===== src/rtl/if_id_stage.sv =====
// Fetch PC register and IF/ID pipeline register with hold/bubble control
// and saturating stall/flush event counters. All outputs come straight from flops.
module if_id_stage #(
  parameter logic [31:0] RESET_PC = 32'h0000_0000,
  parameter logic [31:0] NOP_INST = 32'h0000_0013
) (
  input  logic        clk,
  input  logic        rst_n,
  input  logic        PC_EN_IF,
  input  logic        reg_FD_EN,
  input  logic        reg_FD_stall,
  input  logic        reg_FD_flush,
  input  logic        Branch_ID,
  input  logic [31:0] PC_branch_ID,
  input  logic [31:0] inst_IF,
  output logic [31:0] PC_IF,
  output logic [31:0] PC_ID,
  output logic [31:0] inst_ID,
  output logic        valid_ID,
  output logic [15:0] stall_cnt,
  output logic [15:0] flush_cnt
);

  logic [31:0] pc_nxt;
  logic        fd_flush, fd_stall, fd_load;

  // Branch targets are word-aligned by dropping the low two bits.
  assign pc_nxt   = Branch_ID ? {PC_branch_ID[31:2], 2'b00} : PC_IF + 32'd4;
  assign fd_flush = reg_FD_EN & reg_FD_flush;
  assign fd_stall = reg_FD_EN & reg_FD_stall & ~reg_FD_flush;
  assign fd_load  = reg_FD_EN & ~reg_FD_stall & ~reg_FD_flush;

  always_ff @(posedge clk or negedge rst_n) begin
    if (!rst_n)        PC_IF <= RESET_PC;
    else if (PC_EN_IF) PC_IF <= pc_nxt;
  end

  always_ff @(posedge clk or negedge rst_n) begin
    if (!rst_n) begin
      PC_ID    <= 32'h0;
      inst_ID  <= NOP_INST;
      valid_ID <= 1'b0;
    end else if (fd_flush) begin
      PC_ID    <= 32'h0;
      inst_ID  <= NOP_INST;
      valid_ID <= 1'b0;
    end else if (fd_load) begin
      PC_ID    <= PC_IF;
      inst_ID  <= inst_IF;
      valid_ID <= 1'b1;
    end
  end

  always_ff @(posedge clk or negedge rst_n) begin
    if (!rst_n) begin
      stall_cnt <= 16'h0;
      flush_cnt <= 16'h0;
    end else begin
      if (fd_stall && stall_cnt != 16'hFFFF) stall_cnt <= stall_cnt + 16'd1;
      if (fd_flush && flush_cnt != 16'hFFFF) flush_cnt <= flush_cnt + 16'd1;
    end
  end

endmodule


===== config.mk =====
export PLATFORM = sky130hd
export DESIGN_NAME = if_id_stage
export DESIGN_NICKNAME = d
export VERILOG_FILES = /design/src/rtl/if_id_stage.sv
export SDC_FILE = /design/constraint.sdc
export NUM_CORES = 1
export LEC_CHECK = 0
export CORE_AREA = 4 4 137 139
export DETAILED_ROUTE_END_ITERATION = 6
export DIE_AREA = 0 0 141 143
export PLACE_DENSITY = 0.74
export SETUP_SLACK_MARGIN = 0.05
export SYNTH_ARGS = -nofsm -noshare
export SYNTH_HDL_FRONTEND = slang
export SYNTH_SLANG_ARGS = --single-unit

===== constraint.sdc =====
create_clock -name clk -period 1.8 [get_ports clk]
set_input_delay 0.27 -clock clk [delete_from_list [all_inputs] [get_ports clk]]
set_output_delay 0.27 -clock clk [all_outputs]
set_load 0.1 [all_outputs]

==> results.md <==
* Status: finished, final reports clean
* Grt total ovfl at 0
* WHS at 0.2860 ns
* I/O Pins at 200
* Max incr delay on CP at 0.42 ns
* Antenna Cells at 0
* Die Wd at between 100 and 150 um
* Sink Count at 126
* # DRC at 0
* DIE AREA at ~20000 um^2
* Register bit count reported by yosys at 126
* WL/cell at 16.97 um
* Crit Path Category: reg -> reg
* Clock transition at path regs at 0.06 ns
* Top_reg_cell synth: dfrtp_1
* CP bufs+invs at 0
* Vias in the first global route at 5845
* Crit path DAT at around 2.1 ns
* Tmin final at 1.782 ns
* Synth top area share at between 50% and 60%
* Drt pass-1 iters at 5
* Total Routing Usage GR at approximately a fifth
* R2R setup slack at between 0.015 and 0.02 ns
* Synthesized cell area at slightly above 6000 um^2
* Crit path launch type: flip-flop
* I/O Buffers at 195
* H-tree lvl count at 4
* Final-report setup violation count at 0
* Mean Syn Cell Area at 9.256 um^2
* Pwr/cell area at ~1300 nW/um^2
* Crit end category: flip-flop
* Max Cap Viol at 0
* Worst min-delay path class: in -> reg
* Post-DP HPWL at 13550 um
* Crit-path leading delay family: simple AND/OR/NAND/NOR gates
* Final Wtd Congestion at 0.8549
* Die Span Y at approximately 140 um
* First-pass GRT wire length at 30530 um
* Clock root cell: clkbuf_16
* Top cells by area, synth: dfrtp_1 (51%), nand2_1 (6.5%), o21ai_0 (6.4%)
* Fillers at about 1400
* Core ar. at between 15000 and 20000 um^2
* Final WS setup at 0.01778 ns
* EDFF count, synth at 0
* Sequential share of the synthesized area at 52.15%
* Area growth, synth to finish at 70.88%
* Pre-CTS WS at -0.1347 ns
* Tcrit/Tclk final at 99.01%
* Synth cell count leaders: dfrtp_1 (123), nand2_1 (105), o21ai_0 (78)
* DRT antenna net count at 0
* FP Rows at 49
* Synthesized instance count at 654
* CP cell instances: and4_4, nand2_1, or3_4, or3_1, o311ai_2
* Vias at 5773
* CP Max Fanout at 6
* Syn. warnings at 0
* Clock Latency Late Sink at between 0.4 and 0.5 ns
* Post-synth cell types at between 50 and 60
* Clock buffer depth at 2
* WP data required at 2.11 ns
* Leakage at around 0.0044 uW
* CP max-delay cell: or3_4
* Post-Route WL at 19170 um
* Top cell type by total area after synthesis: dfrtp_1
* CTS tree: built
* Largest net degree at the start of global routing at 74
* Vias per cell at 5.109
* Nets@finish at 962
* Setup crit start: PC_IF[8]
* Slew Viols, Final at 0
* Antenna violations before repair at 0
* Hold path startpoint: reg_FD_flush
* Share of cells above drive strength 1 at 36.29%
* Clock Skews at between 0.015 and 0.02 ns
* Ys async rst share at 100.0%
* Fmax at 561.1 MHz
* Final hold violations at 0
* VDD IR max at 1.031 mV
* RSZ-0062 raised after global routing: true
* DRT iter0 DRCs at ~320
* Reg2reg start: PC_IF[8]
* Initial Util at 34.28%
* Clock buffer count from CTS at 17
* Count leader, synth: dfrtp_1
metal layers:
| layer | global-route usage, % | vias up | share of wire (%) |
|---|---|---|---|
| met2 | 31.25 | 230 | 47 |
| met5 | 0 | - | 0 |
| met1 | 23.91 | 2751 | 42 |
| li1 | - | 2757 | - |
| met4 | 6.578 | 0 | 2.4 |
| met3 | 6.430 | 35 | 8.1 |
worst min-delay path, stage by stage:
cell,delay [ns]
buf_2,0.17
nand3_1,0.13
xnor2_1,0.08
sequential cells by signal (all words and copies together), names as in the netlist:
register / count
inst_ID: 32
PC_ID: 31
PC_IF: 30
flush_cnt: 16
stall_cnt: 16
valid_ID: 1
power by group:
group	switching (uW)	internal (uW)	total (uW)
clock network	1260	2200	3460
registers	522	3340	3870
logic	3800	1850	5660
total	5590	7400	13000
layout by cell type, fill, tap and decap left out, types with 4 or more instances in the layout:
cell type,synthesis,layout
nand2_1,105,103
buf_4,5,98
buf_12,0,88
o21ai_0,78,77
clkdlybuf4s50_1,0,65
dfrtp_1,123,63
nand2b_1,48,48
dfrtp_4,0,40
nand3_1,29,26
a21oi_1,23,23
nor2_1,23,21
dfrtp_2,0,20
xnor2_1,17,17
clkbuf_16,0,17
inv_1,14,14
o31ai_1,13,13
nand4_1,12,12
nor3_1,15,9
and3_1,13,8
a31oi_1,7,7
clkinv_2,0,6
xor2_1,5,5
nor3_2,0,5
a22oi_1,5,5
and4_1,6,4
and3_4,0,4
o22ai_1,6,4
or3_1,5,4
a22o_1,4,4
metrics by stage:
step	area [um^2]	power, uW	TNS [ns]	utilization [%]	instances
floorplan	6350	7309	-2.118	-	655
global placement	9610	9468	-0.3044	54.43	1094
detailed placement	9610	9532	-0.9162	54.43	1094
CTS	10240	13050	0	58.01	1128
global route	10340	13480	-0.09289	58.58	1130
finish	10340	12980	0	58.58	1130
what timing repair did:
action / in CTS / in global routing
endpoints found under the hold margin: 123 / 0
pin swaps: 3 / 3
cloned: 0 / 0
buffers inserted: 1 / 2
setup endpoints to repair: 6 / 20
hold buffers: 1 / 0
resized for setup: 5 / 19
final timing paths:
path | endpoint | cells past startpoint
max | PC_IF[27] | 5
min | flush_cnt[0] | 3
max reg2reg | PC_IF[27] | 5
min reg2reg | inst_ID[31] | 2
max in group asynchronous | PC_IF[5] | 3
min in group asynchronous | flush_cnt[12] | 3
area by class of cell:
type	count	area (um^2)	area share, %
inverter	14	52.55	0.5080
timing repair buffer	256	3191	30.85
tap	229	286.5	2.770
sequential	126	3332	32.21
clock buffer	20	446.7	4.318
multi-input combinational	473	2892	27.95
clock inverter	12	143.9	1.391
cell families (layout without fill, tap and decap cells):
family	Yosys count	after routing	share of synthesized area (%)
other	1	2	0.06195
and+or+nand+nor	280	280	23.38
buffers and inverters	56	302	3.783
muxes	6	6	1.075
adders and majority gates	3	3	0.6202
xor gates and xnor gates	22	22	3.183
AOI/OAI and AO/OA	160	160	15.75
DFF	126	126	52.15
Power figures use the tool's default switching activity.
==> RTL edit 1: new RTL, same flow settings <==
Put one more register stage on the output `flush_cnt`, without a reset. The value now appears one clock later. The other outputs are not delayed to match.
--- a/src/rtl/if_id_stage.sv
+++ b/src/rtl/if_id_stage.sv
@@ -20,6 +20,8 @@
   output logic [15:0] stall_cnt,
   output logic [15:0] flush_cnt
 );
+
+  logic [15:0] flush_cnt_s0;
 
   logic [31:0] pc_nxt;
   logic        fd_flush, fd_stall, fd_load;
@@ -54,11 +56,15 @@
   always_ff @(posedge clk or negedge rst_n) begin
     if (!rst_n) begin
       stall_cnt <= 16'h0;
-      flush_cnt <= 16'h0;
+      flush_cnt_s0 <= 16'h0;
     end else begin
       if (fd_stall && stall_cnt != 16'hFFFF) stall_cnt <= stall_cnt + 16'd1;
-      if (fd_flush && flush_cnt != 16'hFFFF) flush_cnt <= flush_cnt + 16'd1;
+      if (fd_flush && flush_cnt_s0 != 16'hFFFF) flush_cnt_s0 <= flush_cnt_s0 + 16'd1;
     end
+  end
+
+  always_ff @(posedge clk) begin
+    flush_cnt <= flush_cnt_s0;
   end
 
 endmodule
Behaviour: not the same (a bounded check fails within 4 cycles, from zero or initial values and one cycle with rst_n low).
==> RTL edit 1 against the unedited design <==
Setup slack gained 14 ps. Wire length shrank 1.3%. Design area grew 2.4%. Sequential cell count grew 16. Hold slack lost 19 ps. Power grew 4.0%. Synthesized area grew 6.3%. Clock skew shrank 8.2 ps.
==> RTL edit 1: results (changes against the unedited design) <==
Yosys:
- The sequential cell area fraction in the yosys report was 54.02% (+1.9 points).
- The complex-gate fraction of the synthesized area is 14.37% (-1.4 points).
- The mux contribution to synthesized area came to 0.8165% (-0.26 points).
- The post-synthesis async set-or-reset flop share is 88.73% (-11 points).
- By area the synthesized netlist is led by dfrtp_1 48%, o21ai_0 6.1%, nand2_1 5.5%.
- By count the netlist is led by 123 x dfrtp_1, 95 x nand2_1, 79 x o21ai_0.
- The post-synthesis cell type count is 64 (+16%).
- The post-synthesis xor/xnor area fraction is 3.402% (+0.22 points).

Global route:
- The via count of the first global-routing pass came to 5,889 (+0.75%).
- The pin count of the biggest net entering global routing is 92 (+24%).
- The wire length of the first global-routing pass was 30,540 um (about the same).
- The met2 track demand over resource is 31.55% (+0.30 points).
- The overall global routing resource usage is 19.09% (-0.047 points).
- The global-route track usage on met3 was 5.358% (-1.1 points).

Pwr:
- The power density over the cells is 1275 nW/um^2 (+1.6%).
- The maximum ir drop on the vdd rail came to 0.001250 V (+21%).
- The static leakage power is 4.543 nW (+4.3%).

Critical path:
- The slowest library cell on the worst path is dfrtp_4.
- The highest net fanout along the worst path is 4 (-2).
- The endpoint of the lowest-slack register-to-register path is PC_IF[28].
- The startpoint of the lowest-slack register-to-register path is PC_IF[2].
- The worst-case reg-to-reg path depth is 7 (+2).

Routing:
- The total met3 wirelength after detailed routing is 1338 um (-14%).
- The routed length per placed instance is 16.34 um (-3.7%).
- The number of DRC markers after the initial detailed-route iteration is 449 (+39%).
- The routed metal-1 wirelength is 8088 um (-0.17%).
- The met2 wire length is 9213 um (+1.7%).
- The vias per cell is 5.092 (-0.34%).
- The total wire length is 18,930 um (-1.3%).

Layout:
- The number of inserted filler cells in the final layout is 1,414 (+2.7%).
- The ratio of cells with drive above 1 in the final layout is 34.34% (-2.0 points).
- The non-clock inverter instance count of the final layout came to 9 (-5).
- The number of non-clock buffers in the layout is 267 (+4.3%).
- The flip-flop and latch area is 3623 um^2 (+8.7%).
- The proportion of final cell area spent on non-clock buffers is 29.00% (-1.8 points).
- The share of cell area taken by multi-input logic gates came to 28.01% (+0.057 points).
- The clock-cell share of area came to 5.763% (+0.053 points).

Place:
- The final HPWL from detailed placement is 13,690 um (+1.0%).
- The worst slack after detailed placement is -57.76 ps (+76.92 ps).
- The number of placed instances, taps included came to 1,118 (+2.2%).
- The placer's final routability congestion estimate is 0.8567 (+0.21%).
- The area of placed instances came to 9797 um^2 (+1.9%).

Hold path:
- The startpoint of the most critical hold path is PC_EN_IF.
- The worst min-delay path endpoint is PC_IF[21].

Outcome:
- The run finished with clean final reports.

STA:
- The worst hold-check slack is 266.8 ps (-19.19 ps).
- The final setup skew is 7.190 ps (-8.166 ps).

Clocking:
- The clock sink count was 142 (+13%).
RTL edit 1: cell count changes after synthesis, sizes merged, moves of 5 or more:
cell and change:
dfxtp +16, nor3 -11, nand3 +10, nand2 -8, a31oi -7, nand2b +7, o31ai -7, inv -5
RTL edit 1: power by group:
group | switching, mW | internal (mW)
clock | 1.57 | 2.07
combinational | 3.87 | 1.77
sequential | 0.489 | 3.74
RTL edit 1: repair_timing:
item / in CTS / in global routing
gates resized for setup: 7 / 17
pin swaps: 2 / 8
endpoints found under the hold margin: 38 / 0
buffers inserted: 1 / 6
hold buffers: 1 / 0
endpoints found under the setup margin: 8 / 18
RTL edit 1: worst max-delay path, delay by kind of cell (launching register included):
| kind | cells | cell delay (ps) |
|---|---|---|
| AO/OA/AOI/OAI | 1 | 240 |
| adder cells (fa/ha/maj) | 1 | 150 |
| flip-flops | 1 | 420 |
| buffers and inverters | 1 | 180 |
| AND/OR/NAND/NOR | 4 | 680 |
==> RTL edit 2: new RTL, same settings <==
Without the edit above. Set the parameter `NOP_INST` to 32'h00000012 (it was 32'h0000_0013).
--- a/src/rtl/if_id_stage.sv
+++ b/src/rtl/if_id_stage.sv
@@ -2,7 +2,7 @@
 // and saturating stall/flush event counters. All outputs come straight from flops.
 module if_id_stage #(
   parameter logic [31:0] RESET_PC = 32'h0000_0000,
-  parameter logic [31:0] NOP_INST = 32'h0000_0013
+  parameter logic [31:0] NOP_INST = 32'h00000012
 ) (
   input  logic        clk,
   input  logic        rst_n,
Formal check against the unedited RTL: not equivalent (a bounded check fails within 4 cycles, from zero or initial values and one cycle with rst_n low).
==> RTL edit 2 against the unedited design <==
The flow now finishes with violations (negative setup slack). Setup slack got worse by 65 ps. First-iteration DRC count fell by 5.9%. Largest power group unchanged. Global-route usage fell by 0.55 points. Wire length fell by 1.5%. Design area rose by 1.2%. Clock skew fell by 6.7 ps. Power rose by 0.42%. Sequential cell count did not move. Synthesized area rose by 0.19%. Non-clock buffer count rose by 20. Sequential share of layout area fell by 0.48 points.
==> RTL edit 2: results (changes against the unedited design) <==
Yosys:
- The Yosys warning count is 0 (unchanged).
- The mux contribution to synthesized area was 1.238% (+0.16 points).
- The sequential cell area fraction in the yosys report is 52.03% (-0.12 points).
- The post-synthesis cell type count is 57 (+3.6%).
- By count the netlist is led by 124 x dfrtp_1, 105 x nand2_1, 77 x o21ai_0.
- The post-synthesis xor/xnor area fraction is 3.322% (+0.14 points).
- The adder and majority cell fraction of the synthesized area was 0.6189% (-0.0012 points).
- The synthesized instance count was 651 (-0.46%).
- The complex-gate fraction of the synthesized area is 15.47% (-0.28 points).
- The post-synthesis async set-or-reset flop share is 100.0% (unchanged).
- By area the synthesized netlist is led by dfrtp_1 51%, nand2_1 6.5%, o21ai_0 6.4%.
- The most frequent cell after synthesis is dfrtp_1.

Routing:
- The total number of vias is 5,830 (+0.99%).
- The routed length per placed instance is 16.46 um (-3.0%).
- The DRC violations left is 0 (unchanged).
- The number of DRC markers after the initial detailed-route iteration is 305 (-5.9%).
- The number of detailed-routing iterations run before antenna repair is 5 (unchanged).
- The total wire length came to 18,880 um (-1.5%).

STA:
- The accumulated negative setup slack is -63.84 ps (-63.84 ps).
- The post-route worst setup slack is -47.12 ps (-64.90 ps).
- The final setup skew came to 8.674 ps (-6.682 ps).
- The number of setup violations in the final report came to 2 (+2).

Clocking:
- The clock insertion delay at the later pin of the skew report is ~400 ps.
- The maximum level of the CTS H-tree was 4 (unchanged).
- The number of buffers on the longest clock path was 2 (unchanged).
- The CTS buffer count was 17 (unchanged).
- The clock edge transition at the registers on the reported setup and hold paths is 60 ps (about the same).
- CTS placed an instance of clkbuf_16 at the clock tree root.

Global route:
- The wire length of the first global-routing pass is 29,890 um (-2.1%).
- The overall global routing resource usage is 18.58% (-0.55 points).
- The aggregate global routing overflow came to 0 (unchanged).
- The pin count of the biggest net entering global routing is 86 (+16%).
- The initial antenna violation count was 0 (unchanged).

Critical path:
- The critical path arrival is 2120 ps (+30 ps).
- The highest net fanout along the worst path came to 9 (+3).

Flow run:
- The number of max-cap violations is 0 (unchanged).

Place:
- The count of input and output buffers is 195 (unchanged).
- The worst slack after detailed placement was -152.3 ps (-17.63 ps).
- The placer's final routability congestion estimate is 0.8736 (+2.2%).
- The number of placed instances, taps included came to 1,107 (+1.2%).
- The final HPWL from detailed placement is 13,680 um (+1.0%).
- The area of placed instances is 9722 um^2 (+1.2%).

Layout:
- The number of diodes added for antenna fixing is 0 (unchanged).
- The number of inserted filler cells in the final layout is 1,438 (+4.4%).
- The final-stage net count is 979 (+1.8%).
- The ratio of cells with drive above 1 in the final layout is 37.80% (+1.5 points).
- The largest registers in the layout are inst_ID (32), PC_ID (31), PC_IF (30).

Pwr:
- The maximum ir drop on the vdd rail came to 0.001339 V (+30%).
- The static leakage power is 4.443 nW (+2.0%).

Hold path:
- The worst min-delay path category is in2reg.

Outcome:
- The final reports fail on negative setup slack.
- The flow ran to the end, but the final reports show violations.
## RTL edit 2: changes by cell type after synthesis, moves of 2 or more
cell	before	now
and4_1	6	8
nand3_1	29	27
nand2b_1	48	50
nand4_1	12	17
nor3_1	15	12
a21boi_0	3	1
a31oi_1	7	3
and3_1	13	11
a21oi_1	23	25
nor2_1	23	19
## RTL edit 2: per-layer routing
metal | part of all wire (%) | global-route usage [%] | vias up
li1 | - | - | 2801
met1 | 42 | 22.90 | 2793
met2 | 49 | 31.70 | 207
met3 | 6.7 | 5.392 | 29
met4 | 2.1 | 5.711 | 0
met5 | 0 | 0 | -
## RTL edit 2: cells by family (layout without fill, tap and decap cells)
kind of cell / count (synthesis) / count (layout)
and+or+nand+nor: 278 / 278
AOI/OAI and AO/OA: 157 / 157
DFF: 126 / 126
buffers and inverters: 56 / 322
xor gates and xnor gates: 23 / 23
muxes: 7 / 7
adders and majority gates: 3 / 3
other: 1 / 2
## RTL edit 2: path summary, 6_finish.rpt
check	from	cells after the start	end
worst max-delay path	PC_IF[2]	7	PC_IF[22]
worst min-delay path	PC_EN_IF	3	PC_IF[18]
worst max register to register	PC_IF[2]	7	PC_IF[22]
worst min register to register	inst_ID[21]	2	inst_ID[21]
max in group asynchronous	rst_n	3	stall_cnt[7]
min in group asynchronous	rst_n	2	inst_ID[9]
## RTL edit 2: worst max-delay path, stage by stage, from the launching register on
cell and delay [ps]:
dfrtp_4 440, ha_4 140, nand2_1 70, nand4bb_1 200, buf_6 170, or3_4 340
o32ai_2 230, a22oi_1 120
## RTL edit 2: through the flow
step                      util, %  hold WS, ps  total power [mW]
after global routing        59.27        323.2             13.54
after CTS                   58.77        293.4             13.13
after floorplan                 -       -25.59             7.380
after detailed placement    55.06        239.2             9.719
after global placement      55.06        250.8             9.641
final                       59.27        327.2             13.04
## RTL edit 2: timing repair
| item | 4_1_cts | 5_1_grt |
|---|---|---|
| gates resized for setup | 14 | 9 |
| buffers inserted | 1 | 6 |
| hold buffers | 1 | 0 |
| pin swaps | 1 | 8 |
| endpoints found under the hold margin | 41 | 0 |
| setup endpoints to repair | 8 | 18 |
## RTL edit 2: area by class of cell
class                           count  area [um^2]  share of cell area [%]
Timing Repair Buffer              276         3328                   31.80
Sequential cell                   126         3321                   31.73
Multi-Input combinational cell    470         2904                   27.75
Clock buffer                       17        425.4                   4.065
Tap cell                          229        286.5                   2.738
Clock inverter                     15        147.6                   1.411
Inverter                           14        52.55                  0.5022
## RTL edit 2: where the power goes
group          switching, mW  internal [mW]  total (mW)
Combinational           3.95           1.98        5.93
Clock                   1.28           2.03        3.31
Sequential             0.466           3.33        3.80
